**config.mk**
```make
export PLATFORM = sky130hd
export DESIGN_NAME = product_bcd_converter
export DESIGN_NICKNAME = d
export VERILOG_FILES = /design/src/rtl/multiplier_pkg.sv /design/src/rtl/Register.sv /design/src/rtl/bcd_add3_digit.sv /design/src/rtl/product_bcd_converter.sv
export SDC_FILE = /design/constraint.sdc
export NUM_CORES = 1
export LEC_CHECK = 0
export ABC_AREA = 1
export CAP_MARGIN = 40
export CELL_PAD_IN_SITES_DETAIL_PLACEMENT = 0
export CELL_PAD_IN_SITES_GLOBAL_PLACEMENT = 1
export CORE_MARGIN = 5
export CORE_UTILIZATION = 42
export DETAILED_ROUTE_END_ITERATION = 12
export PLACE_DENSITY_LB_ADDON = 0.1
export SYNTH_ARGS = -nofsm -noshare
export SYNTH_HDL_FRONTEND = slang
export SYNTH_SLANG_ARGS = --single-unit
```
**constraint.sdc**
```tcl
create_clock -name clk -period 1.7 [get_ports clk]
set_input_delay 0.17 -clock clk [delete_from_list [all_inputs] [get_ports clk]]
set_output_delay 0.17 -clock clk [all_outputs]
set_load 0.02 [all_outputs]
```
**src/rtl/multiplier_pkg.sv**
```systemverilog
// Shared types and constants for the Booth multiplier datapath and its BCD output stage.
package multiplier_pkg;

  typedef enum logic [1:0] {
    IDLE    = 2'd0,
    CONVERT = 2'd1,
    DONE    = 2'd2
  } conv_state_e;

  localparam logic [3:0] BCD_CORRECTION_THRESHOLD = 4'd5;
  localparam logic [3:0] BCD_CORRECTION           = 4'd3;

  function automatic int product_width(input int word_length);
    return 2 * word_length;
  endfunction

  function automatic int counter_width(input int p);
    return (p <= 2) ? 1 : $clog2(p);
  endfunction

endpackage

```
**src/rtl/Register.sv**
```systemverilog
// Enabled holding register with asynchronous active-low clear.
module Register #(
  parameter int WIDTH = 1
) (
  input  logic             clk,
  input  logic             reset,
  input  logic             en,
  input  logic [WIDTH-1:0] d,
  output logic [WIDTH-1:0] q
);

  always_ff @(posedge clk or negedge reset) begin
    if (!reset) begin
      q <= '0;
    end else if (en) begin
      q <= d;
    end
  end

endmodule

```
**src/rtl/bcd_add3_digit.sv**
```systemverilog
// Double-dabble digit correction: a digit of 5 or more gets 3 added before the shift.
module bcd_add3_digit
  import multiplier_pkg::*;
(
  input  logic [3:0] digit_i,
  output logic [3:0] digit_o
);

  always_comb begin
    digit_o = digit_i;
    if (digit_i >= BCD_CORRECTION_THRESHOLD) begin
      digit_o = digit_i + BCD_CORRECTION;
    end
  end

endmodule

```
**src/rtl/product_bcd_converter.sv**
```systemverilog
// Converts a signed product to sign + packed BCD magnitude, one double-dabble step per clock.
module product_bcd_converter
  import multiplier_pkg::*;
#(
  parameter int WORD_LENGTH = 8,
  parameter int BCD_DIGITS  = 5
) (
  input  logic                                     clk,
  input  logic                                     reset,
  input  logic                                     start,
  input  logic [product_width(WORD_LENGTH)-1:0]    Product_in,
  output logic                                     ready,
  output logic                                     done,
  output logic                                     Sign_out,
  output logic [4*BCD_DIGITS-1:0]                  Bcd_out
);

  localparam int P  = product_width(WORD_LENGTH);
  localparam int CW = counter_width(P);
  localparam int BW = 4 * BCD_DIGITS;

  conv_state_e   state_q;
  logic          ready_q;
  logic          done_q;
  logic          sign_q;
  logic [P-1:0]  mag_q;
  logic [BW-1:0] bcd_q;
  logic [CW-1:0] cnt_q;

  logic [P-1:0]  mag_in;
  logic [BW-1:0] corrected_w;
  logic [BW-1:0] bcd_d;
  logic [P-1:0]  mag_d;
  logic          last_iter;

  // Unary minus of the most-negative value wraps to 2^(P-1), which is the correct unsigned magnitude.
  assign mag_in    = Product_in[P-1] ? (-Product_in) : Product_in;
  assign last_iter = (state_q == CONVERT) && (cnt_q == CW'(P - 1));

  for (genvar g = 0; g < BCD_DIGITS; g++) begin : g_digit
    bcd_add3_digit u_add3 (
      .digit_i (bcd_q[4*g +: 4]),
      .digit_o (corrected_w[4*g +: 4])
    );
  end

  // The top corrected bit shifts out of the working register and is dropped.
  always_comb begin
    bcd_d = BW'({corrected_w, mag_q[P-1]});
    mag_d = {mag_q[P-2:0], 1'b0};
  end

  always_ff @(posedge clk or negedge reset) begin
    if (!reset) begin
      state_q <= IDLE;
      ready_q <= 1'b1;
      done_q  <= 1'b0;
      sign_q  <= 1'b0;
      mag_q   <= '0;
      bcd_q   <= '0;
      cnt_q   <= '0;
    end else begin
      case (state_q)
        IDLE: begin
          done_q <= 1'b0;
          if (start) begin
            sign_q  <= Product_in[P-1];
            mag_q   <= mag_in;
            bcd_q   <= '0;
            cnt_q   <= '0;
            ready_q <= 1'b0;
            state_q <= CONVERT;
          end
        end
        CONVERT: begin
          bcd_q <= bcd_d;
          mag_q <= mag_d;
          cnt_q <= cnt_q + CW'(1);
          if (last_iter) begin
            done_q  <= 1'b1;
            state_q <= DONE;
          end
        end
        DONE: begin
          done_q  <= 1'b0;
          ready_q <= 1'b1;
          state_q <= IDLE;
        end
        default: begin
          done_q  <= 1'b0;
          ready_q <= 1'b1;
          state_q <= IDLE;
        end
      endcase
    end
  end

  Register #(.WIDTH(BW)) u_bcd_reg (
    .clk   (clk),
    .reset (reset),
    .en    (last_iter),
    .d     (bcd_d),
    .q     (Bcd_out)
  );

  Register #(.WIDTH(1)) u_sign_reg (
    .clk   (clk),
    .reset (reset),
    .en    (last_iter),
    .d     (sign_q),
    .q     (Sign_out)
  );

  assign ready = ready_q;
  assign done  = done_q;

endmodule

```
==> reports/qor.csv, run 1 <==
stage,metric,value,unit
placement,placed_cells,527,
critical_path,timing.reg2reg.setup_slack,120,ps
synthesis,synthesis.nets,415,
placement,place_area,0.003916,sq mm
critical_path,cp-end-kind,output pin,
power_and_ir_drop,p_sw,0.003162,W
power_and_ir_drop,switching_share,0.4036,
sta,fin_crit_sh,0.9525,
critical_path,crit_buf_inv,1,
die,start_util,0.4319,
run_status,outcome,finished clean,
global_route,grt_max_degree,39,
synthesis,syn_area,0.003354,sq mm
die,core,0.007767,sq mm
cells_and_area,num-fill-cells,735,
global_route,grt-ovfl-total,0,
global_route,grt_pass1_vias,2754,
synthesis,yosysSeqAreaShare,0.4927,
cells_and_area,fin_nets,468,
critical_path,crit_path_start,ready$_DFFE_PN1P_,
cells_and_area,final_common_cell,nand2_1,
synthesis,syn_avg_cell_area,8.736,sq um
critical_path,cp_top_family,buffers and inverters,
power_and_ir_drop,leakagePower,1.989,nW
cells_and_area,multi_input_area,0.001434,sq mm
critical_path,r2r_cells,6,
placement,io_buffer_count,41,
cells_and_area,layout_common_cells,"96 x nand2_1, 65 x dfrtp_1, 40 x inv_1, 40 x clkdlybuf4s50_1, 34 x o21ai_0",
cells_and_area,n_antenna_cell,0,
clocking,cts_buffers,9,
power_and_ir_drop,ir_worst_vdd,0.6081,mV
synthesis,yosys-top-cells-area,"dfrtp_1 48%, nand2_1 11%, o21ai_0 5.1%",
clocking,tritoncts,built,
die,die_h,99.37,um
cells_and_area,final_cells,544,
sta,setup_violations,0,
synthesis,synth.largest_area_cell,dfrtp_1,
sta,grt_setup_unrepaired,false,
global_route,grt_pass1_wl,12010,um
power_and_ir_drop,power.density,1899,mW/mm^2
synthesis,ys_types,29,
clocking,clk_latency,330,ps
critical_path,r2r_end,bcd_q[13]$_DFFE_PN0P_,
critical_path,cpPeakStageDelay,590,ps
critical_path,crit_end,ready,
drt,route.detailed.drc,0,
placement,gp_congestion,0.8191,
sta,skew,10.25,ps
sta,relSlewSlack,0.6968,
clocking,max-clock-path-buffers,2,
global_route,antenna_found_initial,0,
cells_and_area,drive_above_1_share,0.1131,
sta,timing.fmax,617.6,MHz
flow_run,cap_viol_max_count,0,
power_and_ir_drop,pwr-share-clk,0.164,
drt,vias_per_cell,4.897,
sta,finalCriticalPeriod,1619,ps
critical_path,cp_max_fo,2,
clocking,cts_max_level,3,
synthesis,synthDominantCellAreaShare,0.4849,
power_and_ir_drop,pwr-share-seq,0.358,
synthesis,synth-seq-cells,66,
drt,wl_per_cell,12.27,um
drt,drt_iter0_markers,82,
clocking,cts_sinks,66,
clocking,cts_root_buf,clkbuf_8,
cells_and_area,seqCellArea,0.001653,sq mm
synthesis,synth_warnings,0,
hold_path,hold_class,in2async,
global_route,grt_usage,0.1473,
critical_path,reg2reg_from,bcd_q[12]$_DFFE_PN0P_,
drt,dr.pass1.iters,5,
synthesis,synth_cells,384,
cells_and_area,finish.instance_area,0.004126,sq mm
drt,routed_wirelength,6675,um
critical_path,cp_num_cells,1,
sta,finalMaxSlewViolations,0,
clocking,clk_pin_slew_worst_paths,70,ps
critical_path,arrival,1450,ps
sta,hold_viol_final,0,
critical_path,crit_chain,clkdlybuf4s50_1,
critical_path,crit_type,reg2out,
critical_path,critical_path_required,1530,ps
cells_and_area,layout-area-overhead-vs-synth,23.01,%
critical_path,start_kind,flop,
die,rows,32,
die,fp.dieArea,0.009874,sq mm
drt,ant_nets,0,
sta,worst_pin_slew,454.8,ps
power_and_ir_drop,p_int,0.004672,W
drt,dr_total_vias,2664,
die,chipWidth,99.37,um
power_and_ir_drop,pwr-share-comb,0.478,
placement,post-dp-hpwl,4946,um
critical_path,slowest_stage,clkdlybuf4s50_1,
die,io_pins,42,
cells_and_area,final_util,0.5313,
[power by group through the flow]
stage,Combinational [W],Clock [W],Sequential [W]
floorplan,0.00231,0,0.00308
CTS,0.00381,0.00133,0.00281
detailed placement,0.00379,0,0.00283
global route,0.00426,0.00139,0.00291
global placement,0.00372,0,0.00282
finish,0.00374,0.00128,0.00281
[synthesized netlist by cell type (all sizes together)]
library cell	count
nand3	18
o22ai	18
a22oi	14
nand2	99
clkbuf	2
xor2	12
o221ai	1
buf	13
o21ai	50
dfrtp	65
inv	43
o31ai	2
ha	12
a21boi	1
a22o	1
a21oi	9
dfstp	1
nand4	1
nor2	16
or2	6
[metal layers]
layer | GRT usage | share of wire | up-vias
met5 | 0 | 0 | -
met4 | 0.06513 | 0.013 | 0
met3 | 0.02174 | 0.024 | 11
met2 | 0.2521 | 0.48 | 39
met1 | 0.1844 | 0.48 | 1239
li1 | - | - | 1375
[worst min-delay path by stage]
stage / to / slack [ps] / cells past startpoint
floorplan: bcd_q[0]$_DFFE_PN0P_ / -130 / 0
global route: u_bcd_reg.q[9]$_DFFE_PN0P_ / 350 / 2
finish: u_bcd_reg.q[13]$_DFFE_PN0P_ / 310 / 2
CTS: u_bcd_reg.q[9]$_DFFE_PN0P_ / 320 / 2
detailed placement: u_bcd_reg.q[13]$_DFFE_PN0P_ / 150 / 1
global placement: u_bcd_reg.q[11]$_DFFE_PN0P_ / 140 / 1
[flip-flops by register name, summed over array words and instances, names as in the netlist]
| name | cells |
|---|---|
| bcd_q | 20 |
| u_bcd_reg.q | 20 |
| mag_q | 16 |
| cnt_q | 4 |
| state_q | 2 |
| done | 1 |
| ready | 1 |
| sign_q | 1 |
| u_sign_reg.q | 1 |
[cell type report]
class,instances,share of cell area
Clock buffer,11,0.03426
Clock inverter,5,0.01304
Inverter,43,0.03972
Multi-Input combinational cell,260,0.3475
Sequential cell,66,0.4005
Tap cell,102,0.03093
Timing Repair Buffer,57,0.1340
[cells by family (layout without fill, tap and decap cells)]
kind of cell               after synthesis  count (layout)  share of synthesized area
and+or+nand+nor                        140             140                     0.1802
AOI/OAI and AO/OA                       96              96                     0.1705
DFF                                     66              66                     0.4927
buffers and inverters                   58             116                    0.08056
adders and majority gates               12              12                    0.04476
xor gates and xnor gates                12              12                    0.03133
[through the flow]
stage               hold slack (ps)  setup slack [ps]  TNS (ps)  total power (W)
floorplan                    -125.6             285.9         0         0.005390
global placement              137.1             18.28         0         0.006539
detailed placement            146.9            -3.818    -6.630         0.006622
CTS                           318.9             19.40         0         0.007942
global route                  347.5             7.418         0         0.008560
finish                        312.8             80.76         0         0.007835
[repair_timing]
action                                  CTS  global route
gates resized for setup                   0             3
setup buffers                             0             0
endpoints found under the setup margin    0            22
hold endpoints to repair                 16             0
hold buffers                              1             0
No activity file was read; power rests on OpenSTA's default activity.
==> run 2: changes to the inputs <==
Settings changed: CORE_ASPECT_RATIO set to 0.6.
==> reports/qor.csv, run 2 (synthesized netlist as in run 1, its figures left out) <==
stage,metric,value,unit,change
run_status,outcome,finished clean,,unchanged
clocking,clk_pin_slew_worst_paths,50,ps,was 70 ps
drt,dr_total_vias,2675,,was 2664
clocking,cts_root_buf,clkbuf_16,,was clkbuf_8
critical_path,crit_chain,clkdlybuf4s50_1,,unchanged
clocking,postCtsHoldBufs,1,,unchanged
global_route,antenna_found_initial,0,,unchanged
global_route,grt-ovfl-total,0,,unchanged
die,fp.dieArea,0.009933,sq mm,was 0.009874 sq mm
global_route,grt_usage,0.1663,,was 0.1473
sta,fin_tns_setup,0,ps,unchanged
drt,vias_per_cell,4.837,,was 4.897
critical_path,crit_path_start,ready$_DFFE_PN1P_,,unchanged
sta,hold_viol_final,0,,unchanged
clocking,cts_resized,0,,unchanged
sta,finalCriticalPeriod,1634,ps,was 1619 ps
sta,setup_slack,66.22,ps,was 80.76 ps
clocking,tritoncts,built,,unchanged
die,start_util,0.4290,,was 0.4319
die,chipWidth,125.4,um,was 99.37 um
critical_path,start_kind,flop,,unchanged
sta,worst_pin_slew,362.6,ps,was 454.8 ps
sta,timing.fmax,612.1,MHz,was 617.6 MHz
sta,grt_setup_unrepaired,false,,unchanged
cells_and_area,n_antenna_cell,0,,unchanged
power_and_ir_drop,power.density,1966,mW/mm^2,was 1899 mW/mm^2
critical_path,reg2reg_from,bcd_q[12]$_DFFE_PN0P_,,unchanged
drt,ant_nets,0,,unchanged
clocking,clk_latency,330,ps,about the same
cells_and_area,finish.instance_area,0.004253,sq mm,was 0.004126 sq mm
sta,finalMaxSlewViolations,0,,unchanged
sta,setup_violations,0,,unchanged
power_and_ir_drop,ir_worst_vdd,0.8233,mV,was 0.6081 mV
placement,post-dp-hpwl,5379,um,was 4946 um
drt,route.detailed.drc,0,,unchanged
clocking,cts_sinks,66,,unchanged
drt,drt_iter0_markers,178,,was 82
cells_and_area,reg_top3,"bcd_q x20, u_bcd_reg.q x20, mag_q x16",,unchanged
cells_and_area,final_common_cell,nand2_1,,unchanged
cells_and_area,drive_above_1_share,0.1146,,was 0.1131
critical_path,cp_top_family,buffers and inverters,,unchanged
cells_and_area,fin_nets,471,,was 468
sta,relSlewSlack,0.7583,,was 0.6968
sta,skew,5.160,ps,was 10.25 ps
clocking,max-clock-path-buffers,2,,unchanged
global_route,grt_pass1_wl,13080,um,was 12010 um
cells_and_area,layout-area-overhead-vs-synth,26.78,%,was 23.01%
critical_path,cp_max_fo,2,,unchanged
critical_path,critical_path_required,1530,ps,about the same
global_route,grt_max_degree,67,,was 39
hold_path,hold_class,in2async,,unchanged
drt,wl_per_cell,13.53,um,was 12.27 um
die,rows,25,,was 32
critical_path,crit_buf_inv,1,,unchanged
clocking,cts_buffers,9,,unchanged
die,core,0.007820,sq mm,was 0.007767 sq mm
critical_path,arrival,1460,ps,was 1450 ps
clocking,cts_max_level,3,,unchanged
drt,routed_wirelength,7481,um,was 6675 um
critical_path,cpPeakStageDelay,600,ps,was 590 ps
die,die_h,79.23,um,was 99.37 um
global_route,grt_pass1_vias,2682,,was 2754
critical_path,slowest_stage,clkdlybuf4s50_1,,unchanged
sta,fin_crit_sh,0.9610,,was 0.9525
placement,gp_congestion,0.8009,,was 0.8191
placement,place_area,0.003959,sq mm,was 0.003916 sq mm
placement,place_ws,39.40,ps,was -3.818 ps
power_and_ir_drop,total_power,0.008361,W,was 0.007835 W
placement,io_buffer_count,41,,unchanged
critical_path,cp-end-kind,output pin,,unchanged
cells_and_area,layout_common_cells,"97 x nand2_1, 65 x dfrtp_1, 40 x inv_1, 40 x clkdlybuf4s50_1, 34 x o21ai_0",,"was 96 x nand2_1, 65 x dfrtp_1, 40 x inv_1, 40 x clkdlybuf4s50_1, 34 x o21ai_0"
clocking,post-cts-setup-buffers,0,,unchanged
cells_and_area,num-fill-cells,740,,was 735
die,io_pins,42,,unchanged
drt,dr.pass1.iters,4,,was 5
power_and_ir_drop,leakagePower,2.047,nW,was 1.989 nW
flow_run,cap_viol_max_count,0,,unchanged
critical_path,crit_type,reg2out,,unchanged
## run 2: final cells by class
class | instances | area, sq um | share of cell area
clock buffer | 14 | 274.0 | 0.06443
clock inverter | 2 | 10.01 | 0.002354
inverter | 43 | 161.4 | 0.03795
multi-input combinational | 260 | 1431 | 0.3366
sequential | 66 | 1653 | 0.3886
tap | 108 | 135.1 | 0.03177
timing repair buffer | 60 | 588.1 | 0.1383
## run 2: final timing paths
| path | slack, ps | cells after the start | endpoint |
|---|---|---|---|
| setup reg to reg | 130 | 6 | bcd_q[13]$_DFFE_PN0P_ |
| hold reg to reg | 470 | 2 | sign_q$_DFFE_PN0P_ |
| hold / removal | 380 | 3 | u_bcd_reg.q[5]$_DFFE_PN0P_ |
| min in group clk | 470 | 3 | mag_q[0]$_DFFE_PN0P_ |
| max in group asynchronous | 990 | 3 | ready$_DFFE_PN1P_ |
| setup / recovery | 70 | 1 | ready |
## run 2: report_power, final
group          leakage [nW]  switching (W)  total (W)  internal (W)
Clock                 0.143       0.000632    0.00173       0.00110
Combinational          1.10        0.00217    0.00380       0.00163
Sequential            0.806       0.000466    0.00282       0.00236
## run 2: routing by layer
metal / share of wire / track usage / up-vias / routed length [um]
met2: 0.41 / 0.2304 / 40 / 3087
met5: 0 / 0 / - / 0
met3: 0.038 / 0.04973 / 11 / 283
met1: 0.53 / 0.2433 / 1236 / 3992
li1: - / - / 1388 / -
met4: 0.016 / 0.06277 / 0 / 118
## run 2: through the flow
step	hold slack, ps	std cells	util
2_1_floorplan	-125.6	384	-
3_3_place_gp	215.9	536	0.5062
3_5_place_dp	218.2	536	0.5062
4_1_cts	400.5	553	0.5438
5_1_grt	440.8	553	0.5438
6_report	378.6	553	0.5438
==> run 3: changes to the inputs <==
Settings changed: CAP_MARGIN 40 to not set.
==> results of run 3 <==
No change in the layout: final DEF, timing and power equal those of run 2.
